**src/rtl/keypad_pkg.sv**
```systemverilog
// Shared keypad definitions: 5-bit key codes, emulator state encoding, key position.
// Used by both the keypad scanner and the keypad emulator.
package keypad_pkg;

    localparam logic [4:0] KEY_1    = 5'b00001;
    localparam logic [4:0] KEY_2    = 5'b00010;
    localparam logic [4:0] KEY_3    = 5'b00011;
    localparam logic [4:0] KEY_4    = 5'b00100;
    localparam logic [4:0] KEY_5    = 5'b00101;
    localparam logic [4:0] KEY_6    = 5'b00110;
    localparam logic [4:0] KEY_7    = 5'b00111;
    localparam logic [4:0] KEY_8    = 5'b01000;
    localparam logic [4:0] KEY_9    = 5'b01001;
    localparam logic [4:0] KEY_A    = 5'b01010;
    localparam logic [4:0] KEY_B    = 5'b01011;
    localparam logic [4:0] KEY_C    = 5'b01100;
    localparam logic [4:0] KEY_D    = 5'b01101;
    localparam logic [4:0] KEY_STAR = 5'b10000;
    localparam logic [4:0] KEY_0    = 5'b10001;
    localparam logic [4:0] KEY_HASH = 5'b10010;
    localparam logic [4:0] KEY_NONE = 5'b11111;

    localparam int KP_CNT_W = 8;

    typedef enum logic [1:0] {
        ST_IDLE = 2'd0,
        ST_HOLD = 2'd1,
        ST_GAP  = 2'd2
    } kp_state_e;

    // Index 0 is the top row / left column.
    typedef struct packed {
        logic [1:0] row_idx;
        logic [1:0] col_idx;
    } kp_pos_t;

endpackage

```
**src/rtl/keypad_code_to_pos.sv**
```systemverilog
// Combinational key-code decoder: 5-bit key code -> row/column index and a valid flag.
module keypad_code_to_pos
    import keypad_pkg::*;
(
    input  logic [4:0] key_code,
    output logic [1:0] row_idx,
    output logic [1:0] col_idx,
    output logic       valid
);

    always_comb begin
        row_idx = 2'd0;
        col_idx = 2'd0;
        valid   = 1'b1;
        case (key_code)
            KEY_1:    begin row_idx = 2'd0; col_idx = 2'd0; end
            KEY_2:    begin row_idx = 2'd0; col_idx = 2'd1; end
            KEY_3:    begin row_idx = 2'd0; col_idx = 2'd2; end
            KEY_A:    begin row_idx = 2'd0; col_idx = 2'd3; end
            KEY_4:    begin row_idx = 2'd1; col_idx = 2'd0; end
            KEY_5:    begin row_idx = 2'd1; col_idx = 2'd1; end
            KEY_6:    begin row_idx = 2'd1; col_idx = 2'd2; end
            KEY_B:    begin row_idx = 2'd1; col_idx = 2'd3; end
            KEY_7:    begin row_idx = 2'd2; col_idx = 2'd0; end
            KEY_8:    begin row_idx = 2'd2; col_idx = 2'd1; end
            KEY_9:    begin row_idx = 2'd2; col_idx = 2'd2; end
            KEY_C:    begin row_idx = 2'd2; col_idx = 2'd3; end
            KEY_STAR: begin row_idx = 2'd3; col_idx = 2'd0; end
            KEY_0:    begin row_idx = 2'd3; col_idx = 2'd1; end
            KEY_HASH: begin row_idx = 2'd3; col_idx = 2'd2; end
            KEY_D:    begin row_idx = 2'd3; col_idx = 2'd3; end
            default:  valid = 1'b0;
        endcase
    end

endmodule

```
**src/rtl/keypad_emulator.sv**
```systemverilog
// Keypad emulator: closes one key contact of a 4x4 matrix for HOLD_CYCLES, then forces
// GAP_CYCLES of release. Optional contact bounce model under KEYPAD_EMU_BOUNCE_EN.
//
// state   | meaning
// --------+-------------------------------------------------------------
// IDLE    | waiting for start; contact open
// HOLD    | contact closed (bounces at first if KEYPAD_EMU_BOUNCE_EN)
// GAP     | contact forced open; done pulses on the last GAP cycle
module keypad_emulator
    import keypad_pkg::*;
#(
    parameter int HOLD_CYCLES = 16,
    parameter int GAP_CYCLES  = 8
) (
    input  logic       clk,
    input  logic       rst_n,
    input  logic       start,
    input  logic [4:0] key_code,
    input  logic [3:0] row,
    output logic [3:0] column,
    output logic       busy,
    output logic       done,
    output logic       err
);

    localparam logic [KP_CNT_W-1:0] HOLD_LOAD = KP_CNT_W'(HOLD_CYCLES - 1);
    localparam logic [KP_CNT_W-1:0] GAP_LOAD  = KP_CNT_W'(GAP_CYCLES - 1);

    kp_state_e             state_q, state_d;
    logic [KP_CNT_W-1:0]   cnt_q, cnt_d;
    kp_pos_t               pos_q, pos_d, code_pos;
    logic                  code_valid;
    logic                  err_q, err_d;
    logic                  accept;
    logic                  contact;

    keypad_code_to_pos u_code_to_pos (
        .key_code (key_code),
        .row_idx  (code_pos.row_idx),
        .col_idx  (code_pos.col_idx),
        .valid    (code_valid)
    );

    always_ff @(posedge clk or negedge rst_n) begin
        if (!rst_n) begin
            state_q <= ST_IDLE;
            cnt_q   <= '0;
            pos_q   <= '0;
            err_q   <= 1'b0;
        end else begin
            state_q <= state_d;
            cnt_q   <= cnt_d;
            pos_q   <= pos_d;
            err_q   <= err_d;
        end
    end

    // The done cycle doubles as an accept window so presses can run back to back.
    always_comb begin
        state_d = state_q;
        cnt_d   = cnt_q;
        pos_d   = pos_q;
        err_d   = 1'b0;
        done    = 1'b0;
        accept  = 1'b0;
        case (state_q)
            ST_IDLE: accept = 1'b1;
            ST_HOLD: begin
                if (cnt_q == '0) begin
                    state_d = ST_GAP;
                    cnt_d   = GAP_LOAD;
                end else begin
                    cnt_d = cnt_q - 1'b1;
                end
            end
            ST_GAP: begin
                if (cnt_q == '0) begin
                    state_d = ST_IDLE;
                    done    = 1'b1;
                    accept  = 1'b1;
                end else begin
                    cnt_d = cnt_q - 1'b1;
                end
            end
            default: begin
                state_d = ST_IDLE;
                cnt_d   = '0;
            end
        endcase
        if (accept && start) begin
            if (code_valid) begin
                state_d = ST_HOLD;
                cnt_d   = HOLD_LOAD;
                pos_d   = code_pos;
            end else begin
                err_d = 1'b1;
            end
        end
    end

`ifdef KEYPAD_EMU_BOUNCE_EN
    logic [KP_CNT_W-1:0] hold_elapsed;
    logic                bounce_open;

    // Odd cycles among the first four of HOLD are open; shorter holds just truncate.
    assign hold_elapsed = HOLD_LOAD - cnt_q;
    assign bounce_open  = (hold_elapsed < KP_CNT_W'(4)) && hold_elapsed[0];
    assign contact      = (state_q == ST_HOLD) && !bounce_open;
`else
    assign contact = (state_q == ST_HOLD);
`endif

    always_comb begin
        column = 4'b1111;
        if (contact && !row[2'd3 - pos_q.row_idx])
            column[2'd3 - pos_q.col_idx] = 1'b0;
    end

    assign busy = (state_q == ST_HOLD) || (state_q == ST_GAP);
    assign err  = err_q;

endmodule

```
**config.mk**
```make
export PLATFORM = sky130hd
export DESIGN_NAME = keypad_emulator
export DESIGN_NICKNAME = d
export VERILOG_FILES = /design/src/rtl/keypad_pkg.sv /design/src/rtl/keypad_code_to_pos.sv /design/src/rtl/keypad_emulator.sv
export SDC_FILE = /design/constraint.sdc
export NUM_CORES = 1
export LEC_CHECK = 0
export BUFFER_PORTS_ARGS = -buffer_cell sky130_fd_sc_hd__clkbuf_2
export CAP_MARGIN = 40
export CORE_ASPECT_RATIO = 1.4
export CORE_MARGIN = 5
export CORE_UTILIZATION = 35
export DETAILED_ROUTE_END_ITERATION = 10
export HOLD_SLACK_MARGIN = 0.12
export PLACE_DENSITY_LB_ADDON = 0.05
export SLEW_MARGIN = 10
export SYNTH_ARGS = -nofsm -noshare
export SYNTH_HDL_FRONTEND = slang
export SYNTH_HIERARCHICAL = 1
export SYNTH_SLANG_ARGS = --single-unit
```
**constraint.sdc**
```tcl
create_clock -name clk -period 4.03 [get_ports clk]
set_input_delay 1.209 -clock clk [delete_from_list [all_inputs] [get_ports clk]]
set_output_delay 1.209 -clock clk [all_outputs]
set_load 0.01 [all_outputs]
```
# Yosys cells after proc, flatten, opt, wreduce, memory -nomap -nowiden
# Cells that the tools add are included.
# word_totals
register_bits	15
elab_cells	68
# classes
addsub	3
n_lt_le_gt_ge	3
n_eq_ne	18
n_mux	23
bitwise	1
n_reduce_logical	15
# ops
op	count
$mux 8	4
$eq 5x4->1 const B	6
$pmux 8 s3	1
$reduce_or 4->1	6
$eq 5x3->1 const B	4
$pmux 2 s3	3
$reduce_or 16->1	1
$eq 5x5->1 const B	3
$eq 5x2->1 const B	2
$logic_not 8->1	1
$mux 2	4
$sub 8x1->8 const B	1
$mux 1	7
$lt 2x3->1 const B	2
$eq 5x1->1 const B	1
$mux 4	1
$not 4->4	1
$sub 2x2->2 const A	2
$logic_and 1x1->1	3
$bmux 1 s2	1
$demux 1 s2	1
$eq 2x1->1 const B	1
$eq 2x2->1 const B	1
$ge 2x1->1 const B	1
5 further kinds	5

# Logic depth before layout (Yosys ltp)
# depth
depth_word	7
ltp_mapped	8
mapped_depth_nobuf	8

# Hierarchy
# The synthesis kept the hierarchy.
# by_module_without_submodules
mod	n_inst	cells_per_inst	area_each_um2	seq_area_each_um2
keypad_emulator	1	102	1033.5	375.4
keypad_code_to_pos	1	37	214.0	0.0

# Least setup slack after synthesis
# Ideal clock, no wire load.
# synth_path
path_kind	in2out
from	input port row[0]
to	output port column[3]
arrival_time_ns	2.180
required_time_ns	2.821
path_slack_ns	0.641
cell_stages	3
cell_sequence	mux4_2 > nand2b_1 > or3_1
# synth_between
elab_chain_len	5
# synth_rtl
item	line	rtl
from (decl)	keypad_emulator.sv:19	input logic [3:0] row,
$bmux 1 s2	keypad_emulator.sv:115	if (contact && !row[2'd3 - pos_q.row_idx])
$mux 1 (not written as such)	keypad_emulator.sv:115	
$logic_not 1->1	keypad_emulator.sv:115	
$logic_and 1x1->1	keypad_emulator.sv:115	
$mux 4	keypad_emulator.sv:115	
to (decl)	keypad_emulator.sv:20	output logic [3:0] column,
# No other way between the ends. The select of a mux whose other input is x is not followed.

# Worst setup path after layout
# Ends and elaborated chain as after synthesis.

==> impl_results.md <==
* Worst-Skew Late Latency at 0.25 ns
* Share of layout cells above drive strength 1 at 0.239
* Highest-delay cell along the critical path: mux4_2
* First-pass GRT wire length at 4950 µm
* Fin nets at 175
* Net Switching at 0.000452 W
* Layout Utilization at 0.407
* Fin. Hold Viols at 0
* Pre-Repair DR Iteration Count at 4
* Sequential power share at 0.315
* Root buffer cell: clkbuf_8
* Critical path endpoint category: output port
* Comb pwr share at 0.552
* # setup viols final at 0
* Layout area overhead at 11.1%
* Die Area at 4880 µm²
* DRT iter0 DRCs at 39
* Antenna violations before repair at 0
* Sum Neg Setup Slack at 0 ns
* Maximum VDD drop at 0.000271 V
* Vias in the first global route at 1084
* Asr flop ratio synth at 1.00
* Critical Path Source Type: primary input
* CTS Buf Count at 3
* CP top delay family: simple AND/OR/NAND/NOR gates
* Kind of critical path: in -> out
* Cells after Synth at 139
* Clk pin slew, worst setup/hold paths at 0.07 ns
* Post-synth top cells: dfrtp_1 (15), a21oi_1 (13), inv_1 (13)
* Worst hold-check path type: reg -> reg
* GRT Util Overall at 0.135
* Worst relative slew slack at 0.620
* CP max FO at 4
* Starting Density at 0.366
* Routability cong. at 0.818
* GRT overflow at 0
* RSZ-0062 raised after global routing: false
* DRC viols at 0
* Arrival @ worst endpoint at 2.36 ns
* CTS hold repair buffers at 0
* Worst Path Required at 2.82 ns
* Cell chain of the critical path: clkbuf_2 > mux4_2 > nand2b_1 > or3_1 > clkbuf_2
* Core Region at 3410 µm²
* Post-synth top area share at 0.301
* Syn Nets at 158
* Pwr Density at 702 nW/µm²
* Max cap viols at 0
* CP peak stage delay at 0.44 ns
* Area leader, netlist: dfrtp_1
* Post-synth EDFFs at 0
* Post-cts repair resize count at 0
* Htree depth at 1
* Yosys warns at 6
* Detail Route Antenna Nets at 0
* Vias at 1083
* Net Sw Frac at 0.464
* TritonCTS clock tree: yes
* Final hold slack at 0.531 ns
* Mapped cell area at 1250 µm²
* Main flop type after synthesis: dfrtp_1
* Ant diodes at 0
* Largest net degree at the start of global routing at 16
* Distinct cell type count of the synthesized netlist at 46
* Most common cell in the netlist: dfrtp_1
* Most Frequent Cell on Critical Path: clkbuf_2
* Buffers from clock root to sink, at most at 2
* Internal cell power at 0.000521 W
* Area contributors post-synth: dfrtp_1 (30%), ha_1 (7.0%), a21oi_1 (5.2%)
* Synth Register Bits at 15
* DR WL/cell at 15.1 µm
* Vias/cell at 5.55
* Clock share of power at 0.133
* Dpl hpwl at 2280 µm
* Fin crit share at 0.886
* Leak Pwr at 0.619 nW
* Register area share after synthesis at 0.301
* Worst Skew at 0.00158 ns
* Drt total wl at 2950 µm
* Status: finished clean
* Die height at 80.6 µm
* Syn Area/Cell at 8.97 µm²
* Slew @ Worst Pin at 0.567 ns
* Port buffer count at 18
* Clock sinks at 15
* Buffer and inverter count on the worst path at 2
* Row count at 25
* Die Width at 60.5 µm
* Max-slew violations at 0
* F_max at 0.280 GHz
* Min Tclk post-route at 3.57 ns
* Postcts setup bufs at 0
* IO Count at 19
[layer usage]
metal  vias to the layer above  track usage  wire length, µm
li1                        542            -                -
met2                        24        0.244             1610
met3                         6       0.0241              123
met4                         0       0.0521               50
met5                         -            0                0
met1                       511        0.152             1160
[flip-flops by register name, summed over array words and instances (netlist names)]
register  count
err           1
state_q       2
pos_q         4
cnt_q         8
[cell families (layout without fill, tap and decap cells)]
family                   count (synthesis)  in the layout  share of synthesized area
AND/OR/NAND/NOR                         48             48                      0.238
AO/OA/AOI/OAI                           43             43                      0.232
buffers and inverters                   19             35                     0.0772
flip-flops                              15             15                      0.301
adder cells (fa/ha/maj)                  8              8                     0.0792
multiplexers                             5              5                     0.0662
XOR/XNOR                                 1              1                    0.00702
[cell type report]
type | instances | area (µm²)
fillers | 352 | 2020
multi-input cells | 105 | 776
flip-flops and latches | 15 | 375
repair buffers | 18 | 90.1
well taps | 40 | 50.0
inverters | 13 | 48.8
clock buffers | 3 | 41.3
clock inverters | 1 | 5.00
[stage by stage]
stage,area [µm²],setup slack (ns),std cells,total power [W]
global route,1390,0.380,195,0.00107
finish,1390,0.458,195,0.000974
floorplan,1250,0.641,139,0.000731
detailed placement,1340,0.446,191,0.000851
global placement,1340,0.455,191,0.000847
CTS,1390,0.447,195,0.000983
[cell usage in the layout, fill, tap and decap left out, drive strengths merged, types with 3 or more instances in the layout]
cell type	Yosys	layout
and3	3	3
nand2	8	8
nand3	5	5
nor3	5	5
ha	7	7
o21ai	10	10
dfrtp	15	15
o22ai	3	3
mux2	4	4
nand2b	4	4
a21oi	13	13
inv	13	13
clkbuf	0	21
nor2	11	11
a31oi	3	3
[power by group through the flow]
stage / Combinational, W / Clock (W) / Sequential [W]
after global placement: 0.000541 / 0 / 0.000307
after global routing: 0.000614 / 0.000141 / 0.000319
after CTS: 0.000543 / 0.000133 / 0.000307
after detailed placement: 0.000543 / 0 / 0.000308
final: 0.000537 / 0.000129 / 0.000307
after floorplan: 0.000441 / 0 / 0.000290
[final timing paths]
check | startpoint | end | slack [ns] | cells past startpoint
worst max-delay path | row[0] | column[3] | 0.46 | 5
worst min-delay path | pos_q[3]$_DFFE_PN0P_ | pos_q[3]$_DFFE_PN0P_ | 0.53 | 1
worst max register to register | cnt_q[0]$_DFF_PN0_ | cnt_q[0]$_DFF_PN0_ | 1.73 | 7
worst min register to register | pos_q[3]$_DFFE_PN0P_ | pos_q[3]$_DFFE_PN0P_ | 0.53 | 1
max in group asynchronous | rst_n | err$_DFF_PN0_ | 2.86 | 1
min in group asynchronous | rst_n | cnt_q[6]$_DFF_PN0_ | 0.87 | 1
[worst reg2reg max path, cell delays in order (launching register included)]
cell      delay [ns]
dfrtp_1         0.44
inv_1           0.10
ha_1            0.17
nor4b_4         0.49
nand2_2         0.20
ha_1            0.32
a222oi_1        0.33
o21ai_0         0.12
Note: power is estimated with default switching activity, not from simulation.
